File: src/rtl/phase_duration_timer.sv
// phase_duration_timer
//   Phase countdown for the traffic controller. A load request computes the
//   duration of a green or orange phase (green scales with lane congestion),
//   then counts it down at a prescaled tick rate. done pulses for one cycle
//   when the count reaches zero.
//   Optional feature macro: TIMER_PAUSE_EN adds a 'pause' input that freezes
//   the countdown while in RUN. Without it the countdown is uninterrupted.
module phase_duration_timer #(
    parameter int CW          = 5,
    parameter int TICK_DIV    = 4,
    parameter int GREEN_BASE  = 8,
    parameter int GREEN_STEP  = 4,
    parameter int ORANGE_TIME = 3
) (
    input  logic          clk,
    input  logic          rst_n,
    input  logic          load_counter,
    input  logic          load_kind,
    input  logic [1:0]    load_level,
`ifdef TIMER_PAUSE_EN
    input  logic          pause,
`endif
    output logic [CW-1:0] counter_value,
    output logic          done,
    output logic          busy
);

    // Prescaler needs at least one bit even when every cycle is a tick.
    localparam int PW = (TICK_DIV > 1) ? $clog2(TICK_DIV) : 1;
    // Duration arithmetic is done wide enough that base + 3*step cannot wrap.
    localparam int DW = CW + 3;
    localparam logic [DW-1:0] MAX_DUR  = DW'((1 << CW) - 1);
    localparam logic [PW-1:0] PRE_LAST = PW'(TICK_DIV - 1);

    typedef enum logic {
        S_IDLE = 1'b0,
        S_RUN  = 1'b1
    } state_t;

    state_t        r_state;
    logic [CW-1:0] r_cnt;
    logic [PW-1:0] r_pre;
    logic          r_done;

    state_t        w_state_nx;
    logic [CW-1:0] w_cnt_nx;
    logic [PW-1:0] w_pre_nx;
    logic          w_done_nx;

    logic [DW-1:0] w_green;
    logic [DW-1:0] w_raw_dur;
    logic [CW-1:0] w_dur;
    logic          w_adv;
    logic          w_tick;

    // Phase duration from kind and congestion level, saturated to the counter range.
    always_comb begin
        w_green   = DW'(GREEN_BASE) + (DW'(load_level) * DW'(GREEN_STEP));
        w_raw_dur = load_kind ? DW'(ORANGE_TIME) : w_green;
        w_dur     = (w_raw_dur > MAX_DUR) ? MAX_DUR[CW-1:0] : w_raw_dur[CW-1:0];
    end

    // Countdown advances only in RUN, and only while not paused.
    always_comb begin
`ifdef TIMER_PAUSE_EN
        w_adv  = (r_state == S_RUN) && !pause;
`else
        w_adv  = (r_state == S_RUN);
`endif
        w_tick = (r_pre == PRE_LAST);
    end

    // Next-state logic: a load always wins over a tick, including the terminal one.
    always_comb begin
        w_state_nx = r_state;
        w_cnt_nx   = r_cnt;
        w_pre_nx   = r_pre;
        w_done_nx  = 1'b0;
        if (load_counter) begin
            w_state_nx = S_RUN;
            w_cnt_nx   = w_dur;
            w_pre_nx   = '0;
        end else if (w_adv) begin
            if (w_tick) begin
                w_pre_nx = '0;
                if (r_cnt <= CW'(1)) begin
                    // Terminal tick; a zero count in RUN is unreachable but is
                    // handled by dropping back to IDLE without a done pulse.
                    w_cnt_nx   = '0;
                    w_done_nx  = (r_cnt == CW'(1));
                    w_state_nx = S_IDLE;
                end else begin
                    w_cnt_nx = r_cnt - CW'(1);
                end
            end else begin
                w_pre_nx = r_pre + PW'(1);
            end
        end
    end

    // State, counter, prescaler and done registers; reset aborts any countdown.
    always_ff @(posedge clk or negedge rst_n) begin
        if (!rst_n) begin
            r_state <= S_IDLE;
            r_cnt   <= '0;
            r_pre   <= '0;
            r_done  <= 1'b0;
        end else begin
            r_state <= w_state_nx;
            r_cnt   <= w_cnt_nx;
            r_pre   <= w_pre_nx;
            r_done  <= w_done_nx;
        end
    end

    // Outputs come straight from registers.
    always_comb begin
        counter_value = r_cnt;
        done          = r_done;
        busy          = (r_state == S_RUN);
    end

endmodule

File: config.mk
export PLATFORM = sky130hd
export DESIGN_NAME = phase_duration_timer
export DESIGN_NICKNAME = d
export VERILOG_FILES = /design/src/rtl/phase_duration_timer.sv
export SDC_FILE = /design/constraint.sdc
export NUM_CORES = 1
export LEC_CHECK = 0
export ABC_CLOCK_PERIOD_IN_PS = 1400
export BUFFER_PORTS_ARGS = -buffer_cell sky130_fd_sc_hd__buf_2
export CAP_MARGIN = 20
export CORE_AREA = 2 2 39 41
export DETAILED_ROUTE_END_ITERATION = 16
export DIE_AREA = 0 0 41 43
export GPL_TIMING_DRIVEN = 0
export HOLD_SLACK_MARGIN = 0.15
export PLACE_DENSITY = 0.65
export RECOVER_POWER = 100
export SYNTH_ARGS = -nofsm -noshare
export SYNTH_HDL_FRONTEND = slang
export SYNTH_SLANG_ARGS = --single-unit
File: constraint.sdc
create_clock -name clk -period 1.4 [get_ports clk]
set_input_delay 0.14 -clock clk [delete_from_list [all_inputs] [get_ports clk]]
set_output_delay 0.14 -clock clk [all_outputs]
set_load 0.02 [all_outputs]
==> metrics list, run 1 <==
- Across every metal layer, demand over resource in global routing totals 16.0%.
- In this design, the largest share of critical-path delay is due to flip-flops.
* Clock buffer count from CTS: 3
- The routed design has 1300 um of wire.
* Share of the clock period used by the worst path after layout: 95.0%
* H-tree depth: 1
- In this run, placement finished with an instance count of 82.
- Last weighted congestion value of the routability-driven placer: 0.786
* End point of the worst hold path: counter_value[2]
- For this design the ratio of total power to cell area is 1030 nW/um2.
- The worst register-to-register path has a depth of 4.
* Max cap viols: 0
* Warning count from the yosys run: 0
- The initial antenna violation count is 0.
* Largest buffer count on any clock path: 2
* Fraction of registers with async set/reset: 100%
- Commonest cells after routing, fill and taps aside: clkbuf_1 (9), a21oi_1 (7), dfrtp_1 (7)
* Total clock sinks: 9
- First-pass GRT wire length: 1880 um
- Of the total synthesized cell area, the portion taken by XOR and XNOR cells is 0%.
- In the final design database the tool counted 84 nets.
- Max Fanout on Critical Path: 5
- Dividing the synthesized area by the synthesized cell count gives 9.89 um2.
* Post-Synthesis Cells: 54
- Sequence of cells on the critical path: ha_2 > o21bai_4 > nand4bb_1 > a221oi_2
- Net switching is 34.2% of the power.
- Once detail routing completed, the nets flagged for antenna violations numbered 0.
- Per-cell via count in the routed design: 5.53
* Final Non-Filler Cells: 90
* Post-synth net total: 63
- Setup repair after global routing missed its margin: false
* Critical path launch point type: flop
- In this run, the clock network consumes 30.6% of the power.
- Transition time at the pin with the least slew margin: 0.507 ns
- Main combinational cell family by area after synthesis: compound AO/OA/AOI/OAI gates
- Ant diodes: 0
* Flop2flop setup slack: 0.07 ns
- The synthesized netlist devotes 24.1% of its cell area to compound gates.
- Worst r2r dst: counter_value[4]
- Post-route DRC violation count: 0
- Area share of and/or/nand/nor cells after synthesis: 17.8%
* Hold crit path type: primary input to flop
* Dominant synthesized flop cell: dfrtp_1
* Fin Setup TNS: 0 ns
* Kind of capture point of the worst setup path: flop
- The setup path with the least slack is of type flop to flop.
- # port buffers: 12
* Slew Limit Fails: 0
- Buffer type at the clock tree root: clkbuf_4
- Vias after detailed routing: 498
* Clock latency on the worst-skew pair: 0.28 ns
- Post-synthesis sequential area ratio: 42.2%
* I/O pins: 13
- Summed over all cells, the static leakage comes to 0.298 nW.
- Measured against its own limit, the worst slew margin works out to 66.2%.
- Entering global routing, the biggest net connects 11 pins.
- Yosys mapped a number of flops with a built-in enable equal to 0.
- Final setup fails: 0
- Relative area change from synthesis to final layout: 30.4%
- Switching power: 0.000247 W
* Total cell area at the placement stage: 617 um2
* GRT Residual Overflow: 0
- Leaving out fill and tap cells, the most frequent cell in the layout is clkbuf_1.
- Multiplexer area fraction after synthesis: 3.75%
* Adder-cell share of the synthesized area: 7.03%
* Die area: 1760 um2
* Proportion of power drawn by flip-flops and latches: 43.6%
* Wire per inst: 14.4 um
- The total area inside the core boundary comes to 1380 um2.
- Clock-pin slew was measured on the worst setup and hold paths at 0.07 ns.
- The slowest stage of the critical path is the dfrtp_2 cell.
- Die Y: 43 um
* Hold path startpoint: load_level[0]
- Result of the run: finished clean
- First drt pass iteration count: 4
* Die width: 41 um
- After routing the design area is 697 um2.
* Post-synthesis register bit count: 9
- Based on the critical path, the design can be clocked at up to 752 MHz.
- Together, buffers and inverters on the worst path number 0.
- For this configuration, the core starts out at a cell density of 38.6%.
- Slowest stage delay, CP: 0.43 ns
- After the first detailed-routing iteration, the DRC count stood at 19.
- The post-route netlist has 31.1% of its cells at a drive strength greater than 1.
- Hold Path Cell Cnt: 3
- Post-route minimum period: 1.33 ns
* Area of the mapped netlist: 534 um2
* Number of endpoints with negative hold slack in the final report: 0
- Worst vdd ir: 0.495 mV
- For the final database, setup skew stands at 0.00592 ns.
- Combinational share of power: 25.8%
- In this run the core area contains 14 standard-cell rows.
- Half-perimeter wire length after detailed placement: 815 um
* Overall power: 0.000721 W
* WP data required: 1.59 ns
- In this run the critical register-to-register path is launched from counter_value[0].
- The synthesized netlist contains 25 unique library cells.
- The internal power of the cells totals 0.000474 W.
* Number of global-route vias before repair: 436
- Crit path arrival time: 1.52 ns
- Clock tree from TritonCTS: yes
-- power groups by stage --
stage | logic, W | registers [W] | clock network (W)
after floorplan | 0.0000843 | 0.000337 | 0
after global placement | 0.000149 | 0.000322 | 0
after detailed placement | 0.000152 | 0.000322 | 0
after CTS | 0.000180 | 0.000310 | 0.000216
after global routing | 0.000205 | 0.000319 | 0.000230
final | 0.000186 | 0.000314 | 0.000221
-- registers in the layout, indices dropped and copies added, names as in the netlist --
signal / cells
busy: 1
r_pre: 2
done: 1
counter_value: 5
-- worst min-delay path, delay by kind of cell --
family	cells	cell delay [ns]
AO/OA/AOI/OAI	2	0.19
buffers and inverters	1	0.07
-- kinds of logic after synthesis --
kind of cell | Yosys count
simple gates | 15
mux | 2
fa+ha+maj | 3
flops | 9
compound gates | 19
buf+inv | 6
-- stage by stage --
step	worst slack [ns]	hold slack (ns)	utilization, %
3_3_place_gp	-0.0188	0.00758	44.6
6_report	0.0693	0.163	50.4
3_5_place_dp	-0.0290	0.00741	44.6
4_1_cts	0.0172	0.167	49.3
5_1_grt	0.00847	0.190	50.4
2_1_floorplan	0.00894	-0.156	-
-- layout make-up --
cell class / instances / area (um2)
repair buffers: 16 / 80.1
well taps: 16 / 20.0
inverters: 4 / 15.0
plain buffers: 2 / 12.5
fillers: 140 / 687
multi-input cells: 39 / 315
clock buffers: 4 / 26.3
flip-flops and latches: 9 / 228
-- timing repair --
item / in CTS / in global routing
gates resized for setup: 1 / 6
setup buffers: 3 / 0
pin swaps: 0 / 1
endpoints found under the setup margin: 1 / 5
hold buffers: 1 / 0
hold endpoints to repair: 9 / 0
-- synthesized netlist by cell type, types with 2 or more instances --
master	count	area [um2]
inv_1	4	15.0
nor2_1	4	15.0
dfrtp_1	9	225
a211o_1	3	26.3
nor4_1	2	12.5
a21oi_1	8	40.0
a21boi_0	2	15.0
mux2i_1	2	20.0
nand3_1	2	10.0
ha_1	3	37.5
-- how the worst max path moves through the flow --
stage,from,endpoint,slack [ns],cells after the start
finish,counter_value[0],counter_value[4],0.07,4
global route,counter_value[0],counter_value[4],0.008,4
CTS,counter_value[0],counter_value[4],0.02,4
detailed placement,counter_value[0],counter_value[4],-0.03,4
global placement,counter_value[0],counter_value[4],-0.02,4
floorplan,counter_value[1],counter_value[4],0.009,5
-- routing by layer --
metal / share of wire [%] / GRT usage [%] / up-vias
li1: - / - / 243
met1: 46 / 21.6 / 229
met2: 47 / 22.5 / 23
met3: 5.0 / 1.57 / 3
met4: 2.1 / 12.0 / 0
met5: 0 / 0 / -
No activity file was read; power rests on OpenSTA's default activity.
==> run 2: changes to the inputs <==
- ABC_AREA: unset -> 1
- PLACE_DENSITY: 0.65 -> 0.66
==> metrics list, run 2 <==
* Number of global-route vias before repair: 459 (+5.3%)
- The remaining global-route overflow was 0 (unchanged).
* Most common cell after layout, fill and taps aside: inv_1
* Number of enable-type register cells in the synthesized netlist: 0 (unchanged)
- Last weighted congestion value of the routability-driven placer: 0.731 (-6.9%)
- The post-route clock period utilization is 90.6% (-4.4 points).
- The post-detailed-routing wire length came to 1060 um (-19%).
- The longest individual stage delay on the worst path came to 0.41 ns (-0.02 ns).
* Post-synthesis sequential area ratio: 41.2% (-0.96 points)
- Share of Yosys cell area claimed by the top area cell type: 41.2% (-0.96 points)
- Num rows: 14 (unchanged)
* Share of post-route cells with drive strength above 1: 17.4% (-14 points)
* Setup repair after global routing missed its margin: false
- The die area came to 1760 um2 (unchanged).
* Max cap viols: 0 (unchanged)
- The clock-pin slew on the worst setup and hold paths is 0.06 ns (about the same).
* Critical path launch point type: flop
- The number of sinks on the clock net was 9 (unchanged).
* Buffer type at the clock tree root: clkbuf_4
- The signal on the critical path passes through inv_1 > ha_1 > o21bai_1 > nand2_2 > nand3_1 > a21oi_2.
- Iteration-0 DRC count of the detailed router: 5 (-14)
- The number of pins exceeding their max-slew limit in the final report is 0 (unchanged).
- Pin count of the biggest net entering global routing: 10 (-1)
* Warning count from the yosys run: 0 (unchanged)
- The transition time at the pin with the least slew margin came to 0.486 ns (-0.0204 ns).
- Peak clock frequency supported by timing: 788 MHz (+4.9%)
- The net count after synthesis came to 78 (+24%).
- Post-Synthesis Cells: 69 (+28%)
* Final setup skew: 0.00589 ns (-0.0000266 ns)
- The count of TritonRoute iterations in the first routing pass is 5 (+1).
- Post-route DRC violation count: 0 (unchanged)
- The worst path required time was 1.59 ns (about the same).
* Initial antenna violation count: 0 (unchanged)
* Slowest cell on the critical path: dfrtp_1
* Synth area leader: dfrtp_1
- The summed instance area of the synthesized netlist was 547 um2 (+2.3%).
- Relative slew slack: 67.6% (+1.4 points)
- Initial core utilization: 39.5% (+0.90 points)
* Post-synthesis register bit count: 9 (unchanged)
- Clock tree from TritonCTS: yes
- The final critical path time including I/O delays and setup was 1.27 ns (-0.0622 ns).
- Per-cell via count in the routed design: 4.79 (-13%)
- The peak supply drop is 0.691 mV (+40%).
- Fraction of registers with async set/reset: 100% (unchanged)
- Final std cell area, no fill: 652 um2 (-6.5%)
* Clock buffer count from CTS: 3 (unchanged)
* Ant diodes: 0 (unchanged)
- Kind of capture point of the worst setup path: flop
- The number of buffers added on ports came to 12 (unchanged).
* Max Fanout on Critical Path: 6 (+1)
* Core box area: 1380 um2 (unchanged)
* Total cell area at the placement stage: 627 um2 (+1.6%)
* Leakage power total: 0.328 nW (+9.9%)
* Yosys cell types: 18 (-28%)
* Cell types occupying the most area after synthesis: dfrtp_1 (41%), inv_1 (7.6%), nand2_1 (7.6%), ha_1 (6.9%), nor2_1 (6.9%)
- Pre-CTS setup slack: 0.0675 ns (+0.0966 ns)
- From synthesis to final layout, the design area changed by 19.2%.
* Crit path arrival time: 1.46 ns (-0.06 ns)
- Commonest cells after routing, fill and taps aside: inv_1 (11), nand2_1 (10), nor2_1 (10)
- Number of buffer and inverter stages on the critical path: 1 (+1)
* Largest buffer count on any clock path: 2 (unchanged)
- The vertical die dimension is 43 um (unchanged).
- First-pass GRT wire length: 1900 um (+1.5%)
- Final setup fails: 0 (unchanged)
* Fin Setup TNS: 0 ns (unchanged)
- The number of hold-slack violations in the final timing report came to 0 (unchanged).
- Post-synthesis area per instance: 7.92 um2 (-20%)
- The slack of the critical path is 0.132 ns (+0.0622 ns).
- Antenna Nets Post-Route: 0 (unchanged)
- Cell family contributing the most delay on the critical path: flip-flops
* Power density over cell area: 1190 nW/um2 (+15%)
- The detailed-route via count is 489 (-1.8%).
- I/O pins: 13 (unchanged)
* Half-perimeter wire length after detailed placement: 787 um (-3.4%)
* Nets@finish: 96 (+14%)
- The number of flip-flops in the largest register was 5 (unchanged).
- The average routed wire per standard cell is 10.4 um (-28%).
- The total routing resource utilization after global routing came to 16.2% (+0.13 points).
* Hold crit path type: primary input to flop
* Dominant synthesized flop cell: dfrtp_1
* H-tree depth: 1 (unchanged)
- The run finished with clean final reports.
- Clock latency on the worst-skew pair: 0.25 ns (-0.03 ns)
- Top cells by instance count after synthesis: inv_1 (11), nand2_1 (11), nor2_1 (10)
- Setup CP Type: flop to flop
- Die width: 41 um (unchanged)
run 2: layout make-up:
class	instances	area [um2]
Fill cell	145	732
Multi-Input combinational cell	48	275
Sequential cell	9	225
Timing Repair Buffer	13	60.1
Inverter	12	45.0
Clock buffer	4	26.3
Tap cell	16	20.0
run 2: metrics by stage:
| step | total power, W | utilization, % | std cells | hold WS [ns] |
|---|---|---|---|---|
| after floorplan | 0.000519 | - | 69 | -0.156 |
| after global placement | 0.000585 | 45.3 | 97 | 0.00117 |
| after detailed placement | 0.000590 | 45.3 | 97 | 0.00272 |
| after CTS | 0.000789 | 47.9 | 102 | 0.152 |
| after global routing | 0.000849 | 47.1 | 102 | 0.170 |
| final | 0.000773 | 47.1 | 102 | 0.156 |
run 2: what timing repair did:
| action | 4_1_cts | 5_1_grt |
|---|---|---|
| gates resized for setup | 0 | 1 |
| hold buffers | 1 | 0 |
| hold endpoints to repair | 9 | 0 |
| buffers inserted | 0 | 0 |
| endpoints found under the setup margin | 0 | 5 |
run 2: worst min-delay path, cell delays in order:
cell and delay, ns:
buf_2 0.10, o22ai_1 0.08, inv_1 0.05
run 2: worst paths after layout:
| path | endpoint | cells past startpoint | from | slack (ns) |
|---|---|---|---|---|
| max reg2reg | counter_value[2] | 6 | counter_value[1] | 0.13 |
| max | counter_value[2] | 6 | counter_value[1] | 0.13 |
| max in group asynchronous | done | 2 | rst_n | 0.71 |
| min in group asynchronous | counter_value[2] | 2 | rst_n | 0.35 |
| min reg2reg | r_pre[1] | 2 | r_pre[1] | 0.54 |
| min | busy | 3 | load_counter | 0.16 |
run 2: layer usage:
layer  routed length [um]  part of all wire (%)  global-route usage (%)
met1                  491                    46                    20.7
met2                  479                    45                    23.4
met3                   65                   6.2                    3.66
met4                   20                   1.9                    10.0
met5                    0                     0                       0
run 2: logic make-up (layout without fill, tap and decap cells):
family / Yosys count / in the layout / share of synthesized area (%)
xor+xnor: 2 / 2 / 3.20
fa+ha+maj: 3 / 3 / 6.87
buf+inv: 12 / 29 / 8.24
compound gates: 12 / 12 / 15.8
simple gates: 31 / 31 / 24.7
flops: 9 / 9 / 41.2
run 2: where the power goes:
part | leakage, nW | internal, W | switching (W) | total (W)
sequential | 0.105 | 0.000296 | 0.0000444 | 0.000341
combinational | 0.208 | 0.0000893 | 0.000148 | 0.000237
clock | 0.0150 | 0.000110 | 0.0000856 | 0.000195
==> run 3: changes to the inputs <==
--- a/config.mk
+++ b/config.mk
@@ -18,2 +18,3 @@
 export RECOVER_POWER = 100
+export SKIP_CTS_REPAIR_TIMING = 1
 export SYNTH_ARGS = -nofsm -noshare
==> constraint.sdc (replaced) <==
create_clock -name clk -period 1.4 [get_ports clk]
set_input_delay 0.28 -clock clk [delete_from_list [all_inputs] [get_ports clk]]
set_output_delay 0.28 -clock clk [all_outputs]
set_load 0.02 [all_outputs]
==> metrics list, run 3 (same netlist as run 2, synthesis figures left out) <==
* Nets@finish: 96 (unchanged)
- Die width: 41 um (unchanged)
- The internal power component was 0.000495 W (about the same).
- The vertical die dimension is 43 um (unchanged).
* Final hold slack: 0.296 ns (+0.140 ns)
* # port buffers: 12 (unchanged)
- The clock latency of the later-clocked register in the worst-skew pair came to 0.25 ns (about the same).
- Final std cell area, no fill: 652 um2 (unchanged)
- In this run the worst hold path is classified as primary input to flop.
- Max cap viols: 0 (unchanged)
- H-tree depth: 1 (unchanged)
* Crit path arrival time: 1.46 ns (about the same)
- The total instance count after detailed placement was 97 (unchanged).
* Most common cell after layout, fill and taps aside: inv_1
* Clock tree from TritonCTS: yes
- The initial antenna violation count came to 0 (unchanged).
- The share of power burned in combinational logic is 30.7% (about the same).
- The number of flip-flops in the largest register was 5 (unchanged).
- Fin Setup TNS: 0 ns (unchanged)
- The global placement routability congestion was 0.731 (unchanged).
- Num rows: 14 (unchanged)
- Number of global-route vias before repair: 455 (-0.87%)
- Per-cell via count in the routed design: 4.77 (-0.41%)
- Setup repair after global routing left no endpoint under its margin.
- Die area: 1760 um2 (unchanged)
- Switching power: 0.000278 W (about the same)
- Slowest stage delay, CP: 0.41 ns (about the same)
* First drt pass iteration count: 5 (unchanged)
- Half-perimeter wire length after detailed placement: 787 um (unchanged)
- Total clock sinks: 9 (unchanged)
- Buffer type at the clock tree root: clkbuf_4
- The number of pins exceeding their max-slew limit in the final report is 0 (unchanged).
* First-pass GRT wire length: 1860 um (-2.2%)
* Number of endpoints with negative hold slack in the final report: 0 (unchanged)
- Max Fanout on Critical Path: 6 (unchanged)
- The part of the total power dissipated in sequential elements was 44.1% (about the same).
* Setup CP Type: flop to flop
- Sequence of cells on the critical path: inv_1 > ha_1 > o21bai_1 > nand2_2 > nand3_1 > a21oi_2
- The leakage power came to 0.328 nW (unchanged).
- The peak supply drop came to 0.691 mV (about the same).
- Initial core utilization: 39.5% (unchanged)
- The remaining antenna violation count is 0 (unchanged).
* Result of the run: finished clean
- Largest buffer count on any clock path: 2 (unchanged)
* Number of buffer and inverter stages on the critical path: 1 (unchanged)
- Overall power: 0.000773 W (about the same)
* Final setup fails: 0 (unchanged)
- The transition time at the pin with the least slew margin is 0.487 ns (+0.0000374 ns).
* I/O pins: 13 (unchanged)
- Slowest cell on the critical path: dfrtp_1
- Share of post-route cells with drive strength above 1: 17.4% (unchanged)
- Core box area: 1380 um2 (unchanged)
- The worst setup path is captured at a flop.
- Relative area change from synthesis to final layout: 19.2% (unchanged)
* Cell family contributing the most delay on the critical path: flip-flops
- Peak clock frequency supported by timing: 788 MHz (about the same)
* Sum of routed wire length over all layers: 1050 um (-0.76%)
- Clock buffer count from CTS: 3 (unchanged)
- Clock network fraction of design power: 25.2% (about the same)
- Critical path launch point type: flop
* Wire per inst: 10.3 um (-0.76%)
* Ant diodes: 0 (unchanged)
* Register clock-pin slew on the reported worst setup and hold paths: 0.06 ns (about the same)
- Total cell area at the placement stage: 627 um2 (unchanged)
* Sw frac: 35.9% (about the same)
* GRT Residual Overflow: 0 (unchanged)
* WP data required: 1.59 ns (about the same)
* Vias after detailed routing: 487 (-0.41%)
* Post-route minimum period: 1.27 ns (-0.000144 ns)
- The max-slew headroom at the worst pin is 67.6% (about the same).
- The maximum number of pins on one net before global-route repair was 10 (unchanged).
- Final setup skew: 0.00589 ns (unchanged)
- Post-route DRC violation count: 0 (unchanged)
- Power density over cell area: 1190 nW/um2 (about the same)
- Combined global-route utilization of all metal layers: 15.9% (-0.30 points)
- Share of the clock period used by the worst path after layout: 90.6% (about the same)
- Commonest cells after routing, fill and taps aside: inv_1 (11), nand2_1 (10), nor2_1 (10)
* Final Non-Filler Cells: 102 (unchanged)
- Iteration-0 DRC count of the detailed router: 5 (unchanged)
run 3: cell counts in the layout (fill, tap and decap cells not counted):
Identical to the previous run, type by type.
run 3: metal layers:
metal  global-route usage [%]  routed length [um]  vias up
met5                        0                   0        -
met2                     23.1                 472       18
met4                     10.0                  20        0
met3                     3.66                  65        4
met1                     20.1                 490      210
li1                         -                   -      255
run 3: final cells by class:
type	count	area [um2]
flip-flops and latches	9	225
well taps	16	20.0
clock buffers	4	26.3
multi-input cells	48	275
fillers	145	732
repair buffers	13	60.1
inverters	12	45.0
run 3: path summary, 6_finish.rpt:
| path | startpoint | to | slack [ns] | cells past startpoint |
|---|---|---|---|---|
| max reg2reg | counter_value[1] | counter_value[2] | 0.13 | 6 |
| min in group asynchronous | rst_n | counter_value[2] | 0.49 | 2 |
| min reg2reg | r_pre[1] | r_pre[1] | 0.54 | 2 |
| max | counter_value[1] | counter_value[2] | 0.13 | 6 |
| max in group asynchronous | rst_n | done | 0.58 | 2 |
| min | load_counter | busy | 0.30 | 3 |
run 3: metrics by stage:
step           util, %  worst slack [ns]
5_1_grt           47.1            0.0132
3_5_place_dp      45.3            0.0675
4_1_cts           47.2            0.0584
3_3_place_gp      45.3            0.0879
2_1_floorplan        -            0.0596
6_report          47.1             0.132
run 3: worst register-to-register path, stage by stage, from the launching register on:
cell and delay [ns]:
dfrtp_1 0.41, inv_1 0.08, ha_1 0.19, o21bai_1 0.16, nand2_2 0.13, nand3_1 0.11
a21oi_2 0.14
run 3: power groups by stage:
| stage | sequential (W) | clock, W | combinational [W] |
|---|---|---|---|
| 2_1_floorplan | 0.000374 | 0 | 0.000145 |
| 3_3_place_gp | 0.000344 | 0 | 0.000241 |
| 3_5_place_dp | 0.000345 | 0 | 0.000245 |
| 4_1_cts | 0.000340 | 0.000199 | 0.000247 |
| 5_1_grt | 0.000350 | 0.000228 | 0.000271 |
| 6_report | 0.000341 | 0.000195 | 0.000237 |
